[config.mk]
export PLATFORM = sky130hd
export DESIGN_NAME = bsg_fifo_1r1w_small_monitor
export DESIGN_NICKNAME = d
export VERILOG_FILES = /design/src/rtl/bsg_fifo_1r1w_small_monitor.sv
export SDC_FILE = /design/constraint.sdc
export NUM_CORES = 1
export LEC_CHECK = 0
export BUFFER_PORTS_ARGS = -buffer_cell sky130_fd_sc_hd__buf_2
export CORE_AREA = 2 2 80 82
export DETAILED_ROUTE_END_ITERATION = 12
export DIE_AREA = 0 0 82 84
export PLACE_DENSITY = 0.87
export SYNTH_ARGS = -nofsm -noshare
export SYNTH_HDL_FRONTEND = slang
export SYNTH_SLANG_ARGS = --single-unit
[constraint.sdc]
create_clock -name clk_i -period 3.5 [get_ports clk_i]
set_input_delay 0.7 -clock clk_i [delete_from_list [all_inputs] [get_ports clk_i]]
set_output_delay 0.7 -clock clk_i [all_outputs]
set_load 0.01 [all_outputs]
[src/rtl/bsg_fifo_1r1w_small_monitor.sv]
// rtl/bsg_fifo_1r1w_small_monitor.sv - shadow-model protocol monitor for bsg_fifo_1r1w_small
// Optional shadow data store and DATA_MISMATCH check enabled by BSG_FIFO_MON_DATA_CHECK_EN.
module bsg_fifo_1r1w_small_monitor #(
  parameter  int width_p       = 8,
  parameter  int els_p         = 4,
  parameter  int cycle_width_p = 32,
  localparam int cnt_w         = $clog2(els_p + 1),
  localparam int ptr_w         = $clog2(els_p)
) (
  input  logic                     clk_i,
  input  logic                     reset_n_i,
  input  logic                     enq_v_i,
  input  logic                     enq_ready_i,
  input  logic [width_p-1:0]       enq_data_i,
  input  logic                     deq_v_i,
  input  logic                     deq_yumi_i,
  input  logic [width_p-1:0]       deq_data_i,
  output logic [cnt_w-1:0]         count_o,
  output logic                     err_o,
  output logic [4:0]               err_code_o,
  output logic [4:0]               first_err_code_o,
  output logic [cycle_width_p-1:0] first_err_cycle_o
);

  logic [cnt_w-1:0]         count_q, count_d;
  logic [ptr_w-1:0]         wptr_q, wptr_d, rptr_q, rptr_d;
  logic [4:0]               err_code_q, err_code_d;
  logic [4:0]               first_code_q, first_code_d;
  logic                     err_q, err_d;
  logic [cycle_width_p-1:0] cycle_q, cycle_d;
  logic [cycle_width_p-1:0] first_cycle_q, first_cycle_d;

  logic             enq, deq, full_m, empty_m;
  logic             enq_eff, deq_eff, data_err;
  logic [4:0]       chk;
  logic [cnt_w:0]   count_sum;

  assign enq     = enq_v_i & enq_ready_i;
  assign deq     = deq_yumi_i;
  assign full_m  = (count_q == cnt_w'(els_p));
  assign empty_m = (count_q == '0);

  // A dequeue from an empty model is dropped; an enqueue into a full model
  // lands only when a real dequeue frees the slot in the same cycle.
  assign deq_eff = deq & ~empty_m;
  assign enq_eff = enq & (~full_m | deq_eff);

`ifdef BSG_FIFO_MON_DATA_CHECK_EN
  logic [width_p-1:0] shadow_q [els_p];

  always_ff @(posedge clk_i) begin
    if (enq_eff) shadow_q[wptr_q] <= enq_data_i;
  end

  assign data_err = deq & ~empty_m & (deq_data_i != shadow_q[rptr_q]);
`else
  logic unused_data;
  assign unused_data = ^{enq_data_i, deq_data_i};
  assign data_err    = 1'b0;
`endif

  assign chk[0] = enq & full_m & ~deq;
  assign chk[1] = deq & (empty_m | ~deq_v_i);
  assign chk[2] = (enq_ready_i != ~full_m);
  assign chk[3] = (deq_v_i != ~empty_m);
  assign chk[4] = data_err;

  always_comb begin
    count_sum = {1'b0, count_q} + (cnt_w + 1)'(enq_eff) - (cnt_w + 1)'(deq_eff);
    count_d   = count_sum[cnt_w-1:0];

    wptr_d = wptr_q;
    if (enq_eff) wptr_d = (wptr_q == ptr_w'(els_p - 1)) ? '0 : wptr_q + 1'b1;

    rptr_d = rptr_q;
    if (deq_eff) rptr_d = (rptr_q == ptr_w'(els_p - 1)) ? '0 : rptr_q + 1'b1;

    cycle_d = cycle_q;
    if (cycle_q != '1) cycle_d = cycle_q + 1'b1;

    err_code_d = err_code_q | chk;
    err_d      = |err_code_d;

    // Sticky code still zero means no failure has been captured yet.
    first_code_d  = first_code_q;
    first_cycle_d = first_cycle_q;
    if ((err_code_q == '0) && (chk != '0)) begin
      first_code_d  = chk;
      first_cycle_d = cycle_q;
    end
  end

  always_ff @(posedge clk_i or negedge reset_n_i) begin
    if (!reset_n_i) begin
      count_q       <= '0;
      wptr_q        <= '0;
      rptr_q        <= '0;
      cycle_q       <= '0;
      err_code_q    <= '0;
      err_q         <= 1'b0;
      first_code_q  <= '0;
      first_cycle_q <= '0;
    end else begin
      count_q       <= count_d;
      wptr_q        <= wptr_d;
      rptr_q        <= rptr_d;
      cycle_q       <= cycle_d;
      err_code_q    <= err_code_d;
      err_q         <= err_d;
      first_code_q  <= first_code_d;
      first_cycle_q <= first_cycle_d;
    end
  end

  assign count_o           = count_q;
  assign err_o             = err_q;
  assign err_code_o        = err_code_q;
  assign first_err_code_o  = first_code_q;
  assign first_err_cycle_o = first_cycle_q;

endmodule

* Word-level counts from Yosys, hierarchy flattened
Index checks and enable logic that the tools add are counted.
** Storage, ports and cells
- Logic and storage cells :: 31
- Register bits after elaboration :: 77
** Operators by class
- Reduce and logical (&&, ||, !) cells :: 5
- Equal/unequal tests :: 4
- $add $sub $neg :: 3
- Bitwise operators :: 13
** Operators with widths (count)
- $add 32x1->32 const B :: 1
- $ne 32x32->1 const B :: 1
- $and 1x1->1 :: 6
- $logic_not 5->1 :: 1
- $or 5x4->5 :: 1
- $reduce_bool 5->1 :: 1
- $reduce_or 5->1 :: 1
- $not 1->1 :: 4
- $add 3x1->3 :: 1
- $eq 3x3->1 const B :: 1
- $logic_not 3->1 :: 1
- $sub 3x1->3 :: 1
- $ne 1x1->1 :: 2
- $or 1x1->1 :: 2
- $logic_and 1x1->1 :: 1

* Logic depth before layout (Yosys ltp)
- Depth after elaboration :: 7
- Depth in mapped cells :: 8
- Mapped depth without buffers :: 8

* Worst setup path after synthesis
Ideal clock, no wire load.
- Kind :: register -> register
- From :: register count_q[1], in the netlist count_o[1]
- To :: register first_cycle_q[10], in the netlist first_err_cycle_o[10]
- Clock period less this slack :: 2.162 ns
- Slack :: 1.338 ns
- Arrival time :: 2.037 ns
- Cell stages (with the launch flop) :: 8
- Buffers on the path :: 2
- Data required time :: 3.375 ns
- Cells stage by stage :: dfrtp_1 or3_1 ha_1 nor3_1 nor2b_1 buf_6 buf_12 mux2_4
** Between the ends
- Cells in the longest elaborated chain, start to end :: 5
** Ends and longest elaborated chain
- from (decl) :: RTL line 25 : logic [cnt_w-1:0] count_q, count_d;
- from (signal assigned) :: RTL line 104 : count_q <= count_d;
- $logic_not 3->1 :: RTL line 41 : assign empty_m = (count_q == '0);
- $not 1->1 :: RTL line 65 : assign chk[3] = (deq_v_i != ~empty_m);
- $ne 1x1->1 :: RTL line 65
- via chk[3] :: RTL line 35 : logic [4:0] chk;
- $reduce_bool 5->1 :: RTL line 87 : if ((err_code_q == '0) && (chk != '0)) begin
- $logic_and 1x1->1 :: RTL line 87
- to (signal assigned) :: RTL line 111 : first_cycle_q <= first_cycle_d;
- to (decl) :: RTL line 31 : logic [cycle_width_p-1:0] first_cycle_q, first_cycle_d;
The timed path passes the listed nets, and every way through them passes these cells.
A chain may end at the register's enable or synchronous reset.

* Worst setup path in the final report
- From :: register count_q[1], in the netlist count_o[1]
- To :: register first_cycle_q[18], in the netlist first_err_cycle_o[18]
The elaborated chain is that of the path after synthesis.

==> metrics.md <==
| Metric | Value |
|---|---|
| Worst reg2reg path endpoint | first_err_cycle_o[18] |
| Fin crit period | around 2.4 ns |
| Clock slew at reported path FFs | about 0.080 ns |
| Input/output buffers | 49 |
| R2R cell count | 6 |
| Power per cell area | 474 nW/um2 |
| Routed wire per std cell | ~15 um |
| Die area | 6890 um2 |
| Remaining antenna violation count | 0 |
| Max-slew headroom | between 30% and 40% |
| Vias in the first global route | 2106 |
| Slew Limit Fails | 0 |
| DP Wirelength | 4090 um |
| Seq. cell area | 1900 um2 |
| Fin util | around two thirds |
| Worst reg2reg path startpoint | count_o[1] |
| # hold bufs at CTS | 0 |
| Post-route setup TNS | 0 ns |
| R2r setup slk | 1.12 ns |
| # DRC | 0 |
| Initial drt markers | 110 |
| Worst hold margin | 0.492 ns |
| Final period utilization | 67.9% |
| WP data arrival | roughly 2.6 ns |
| FFs w/ async S/R, synth | 100% |
| Row Count | 29 |
| CTS Buf Count | 9 |
| Placed inst area | 3740 um2 |
| Area of the multi-input gates | 1450 um2 |
| Setup crit end | first_err_cycle_o[18] |
| Crit end category | register |
| Die width | 82 um |
| Htree depth | 3 |
| Worst setup path startpoint | count_o[1] |
| Mapped Cells | 257 |
| Tightest Pin Transition | just over 0.9 ns |
| Share of layout cells above drive strength 1 | a little over a third |
| Unrepaired setup endpoints after global routing | false |
| Req. time, crit path | 3.74 ns |
| Max IR drop VDD | 501 uV |
| Register area share after synthesis | 54.7% |
| Gr usage total | 19.5% |
| Startpoint types | register |
| Sink Count | between 70 and 80 |
| Clk_skew | 0.00844 ns |
| Leak | 1.96 nW |
| Detailed-route via count | roughly 2100 |
| Initial Util | 57.0% |
| Root buf cell | clkbuf_8 |
| Largest net degree at the start of global routing | 77 |
| Synthesis warning total | 0 |
| Die Ht | between 80 and 90 um |
| Average vias per placed instance | roughly 5.4 |
| Final instance area | between 3000 and 4000 um2 |
| CTS tree | done |
| Hold WC Path Type | in -> async |
| Most frequent cells in the layout | dfrtp_1, buf_2, mux2_4 |
| #FFs+latches synth | 76 |
| Max_cap viols | 0 |
| Routability cong. | 0.838 |
| Pre-Repair DR Iteration Count | 6 |
| Setup bufs post-CTS | 0 |
| Initial antenna violation count | 0 |
| Post-Route WL | 5990 um |
| Critical path class | reg -> reg |
| First-pass GRT wire length | 10100 um |
| CP Max Fanout | 21 |
| Status | completed |
| Fmax | around 0.42 GHz |
| Post-Syn Area | 3470 um2 |
| # IOs | approximately 70 |
| Nets | about 340 |
| Netlist cell types | 43 |
| GRT overflow | 0 |
| Number of diodes | 0 |
| Post-synth EDFFs | 0 |
| Area Overhead vs Synth | 14.4% |
| FILL cells | about 460 |
| Ys flop type | dfrtp_1 |
| Most common cell after layout, fill and taps aside | dfrtp_1 |
| Final-report setup violation count | 0 |
| PostCTS Resize Cnt | 0 |
| Post-Syn Area per Cell | 13.5 um2 |
| Worst-Skew Late Latency | 0.36 ns |
| CTS max path bufs | 2 |
| CORE AREA | 6100 um2 |
| Hold Vio Cnt, Final | 0 |
==> stage by stage <==
stage / instances / setup WS, ns / total power, W
global route: 392 / 0.987 / 0.00197
CTS: 392 / 1.10 / 0.00190
floorplan: 258 / 1.34 / 0.00106
finish: 392 / 1.12 / 0.00189
detailed placement: 376 / 1.12 / 0.00114
global placement: 376 / 1.16 / 0.00113
==> cell type report <==
| cell class | count | share of cell area (%) |
|---|---|---|
| clock inverters | 4 | 1.76 |
| multi-input cells | 165 | 36.5 |
| repair buffers | 51 | 6.61 |
| inverters | 7 | 0.661 |
| clock buffers | 12 | 4.15 |
| well taps | 77 | 2.42 |
| flip-flops and latches | 76 | 47.8 |
==> cell usage after synthesis (2+ instances only) <==
master,instances,area (um2)
inv_1,7,26.3
nand4_1,12,75.1
mux2_4,28,420
buf_2,2,10.0
ha_1,3,37.5
or2_2,3,18.8
dfrtp_1,76,1900
xnor2_1,25,219
nor2_1,7,26.3
and4_1,2,17.5
xor2_1,7,61.3
and3_1,9,56.3
buf_4,2,15.0
nand2_1,15,56.3
nor2b_1,3,18.8
mux2_2,6,67.6
o21ai_0,2,10.0
nor3_1,3,15.0
or3_1,2,12.5
buf_12,3,60.1
a21oi_1,3,15.0
and2_1,4,25.0
nand3_1,12,60.1
mux2i_1,2,20.0
==> per-layer routing <==
layer,routed length (um),vias up,global-route usage (%)
met5,0,-,0
met4,193,0,10.5
met3,240,20,4.76
met2,2770,53,27.8
met1,2780,1057,27.4
li1,-,991,-
==> critical path, stage by stage, from the launching register on <==
cell and delay, ns:
dfrtp_1 0.47, or3_1 0.40, ha_1 0.32, nor3_1 0.38, nor2b_4 0.07, buf_4 0.26, mux2_4 0.34
==> cells by family after synthesis <==
| logic type | after synthesis | synth area share, % |
|---|---|---|
| AO/OA/AOI/OAI | 9 | 2.02 |
| XOR/XNOR | 32 | 8.07 |
| adder cells (fa/ha/maj) | 4 | 1.66 |
| buffers and inverters | 17 | 3.78 |
| flip-flops | 76 | 54.7 |
| multiplexers | 37 | 14.9 |
| other | 1 | 0.108 |
| AND/OR/NAND/NOR | 81 | 14.7 |
==> state kept, by name, indices dropped and copies added (netlist names) <==
| register | cells |
|---|---|
| cycle_q | 32 |
| first_err_cycle_o | 32 |
| err_code_o | 4 |
| first_err_code_o | 4 |
| count_o | 3 |
| err_o | 1 |
==> worst min path at each step <==
stage | to | slack, ns | cells past startpoint | start
3_3_place_gp | cycle_q[31] | 0.48 | 1 | cycle_q[31]
4_1_cts | cycle_q[31] | 0.50 | 1 | cycle_q[31]
3_5_place_dp | cycle_q[31] | 0.49 | 1 | cycle_q[31]
2_1_floorplan | count_o[0] | 0.40 | 0 | reset_n_i
6_report | first_err_cycle_o[24] | 0.49 | 1 | reset_n_i
5_1_grt | cycle_q[31] | 0.51 | 1 | cycle_q[31]
==> power by group <==
part / leakage (nW) / switching [W] / internal (W) / total, W
combinational: 0.833 / 0.0000937 / 0.0000778 / 0.000172
sequential: 1.01 / 0.0000386 / 0.000906 / 0.000944
clock: 0.122 / 0.000312 / 0.000457 / 0.000769
Power figures use the tool's default switching activity.
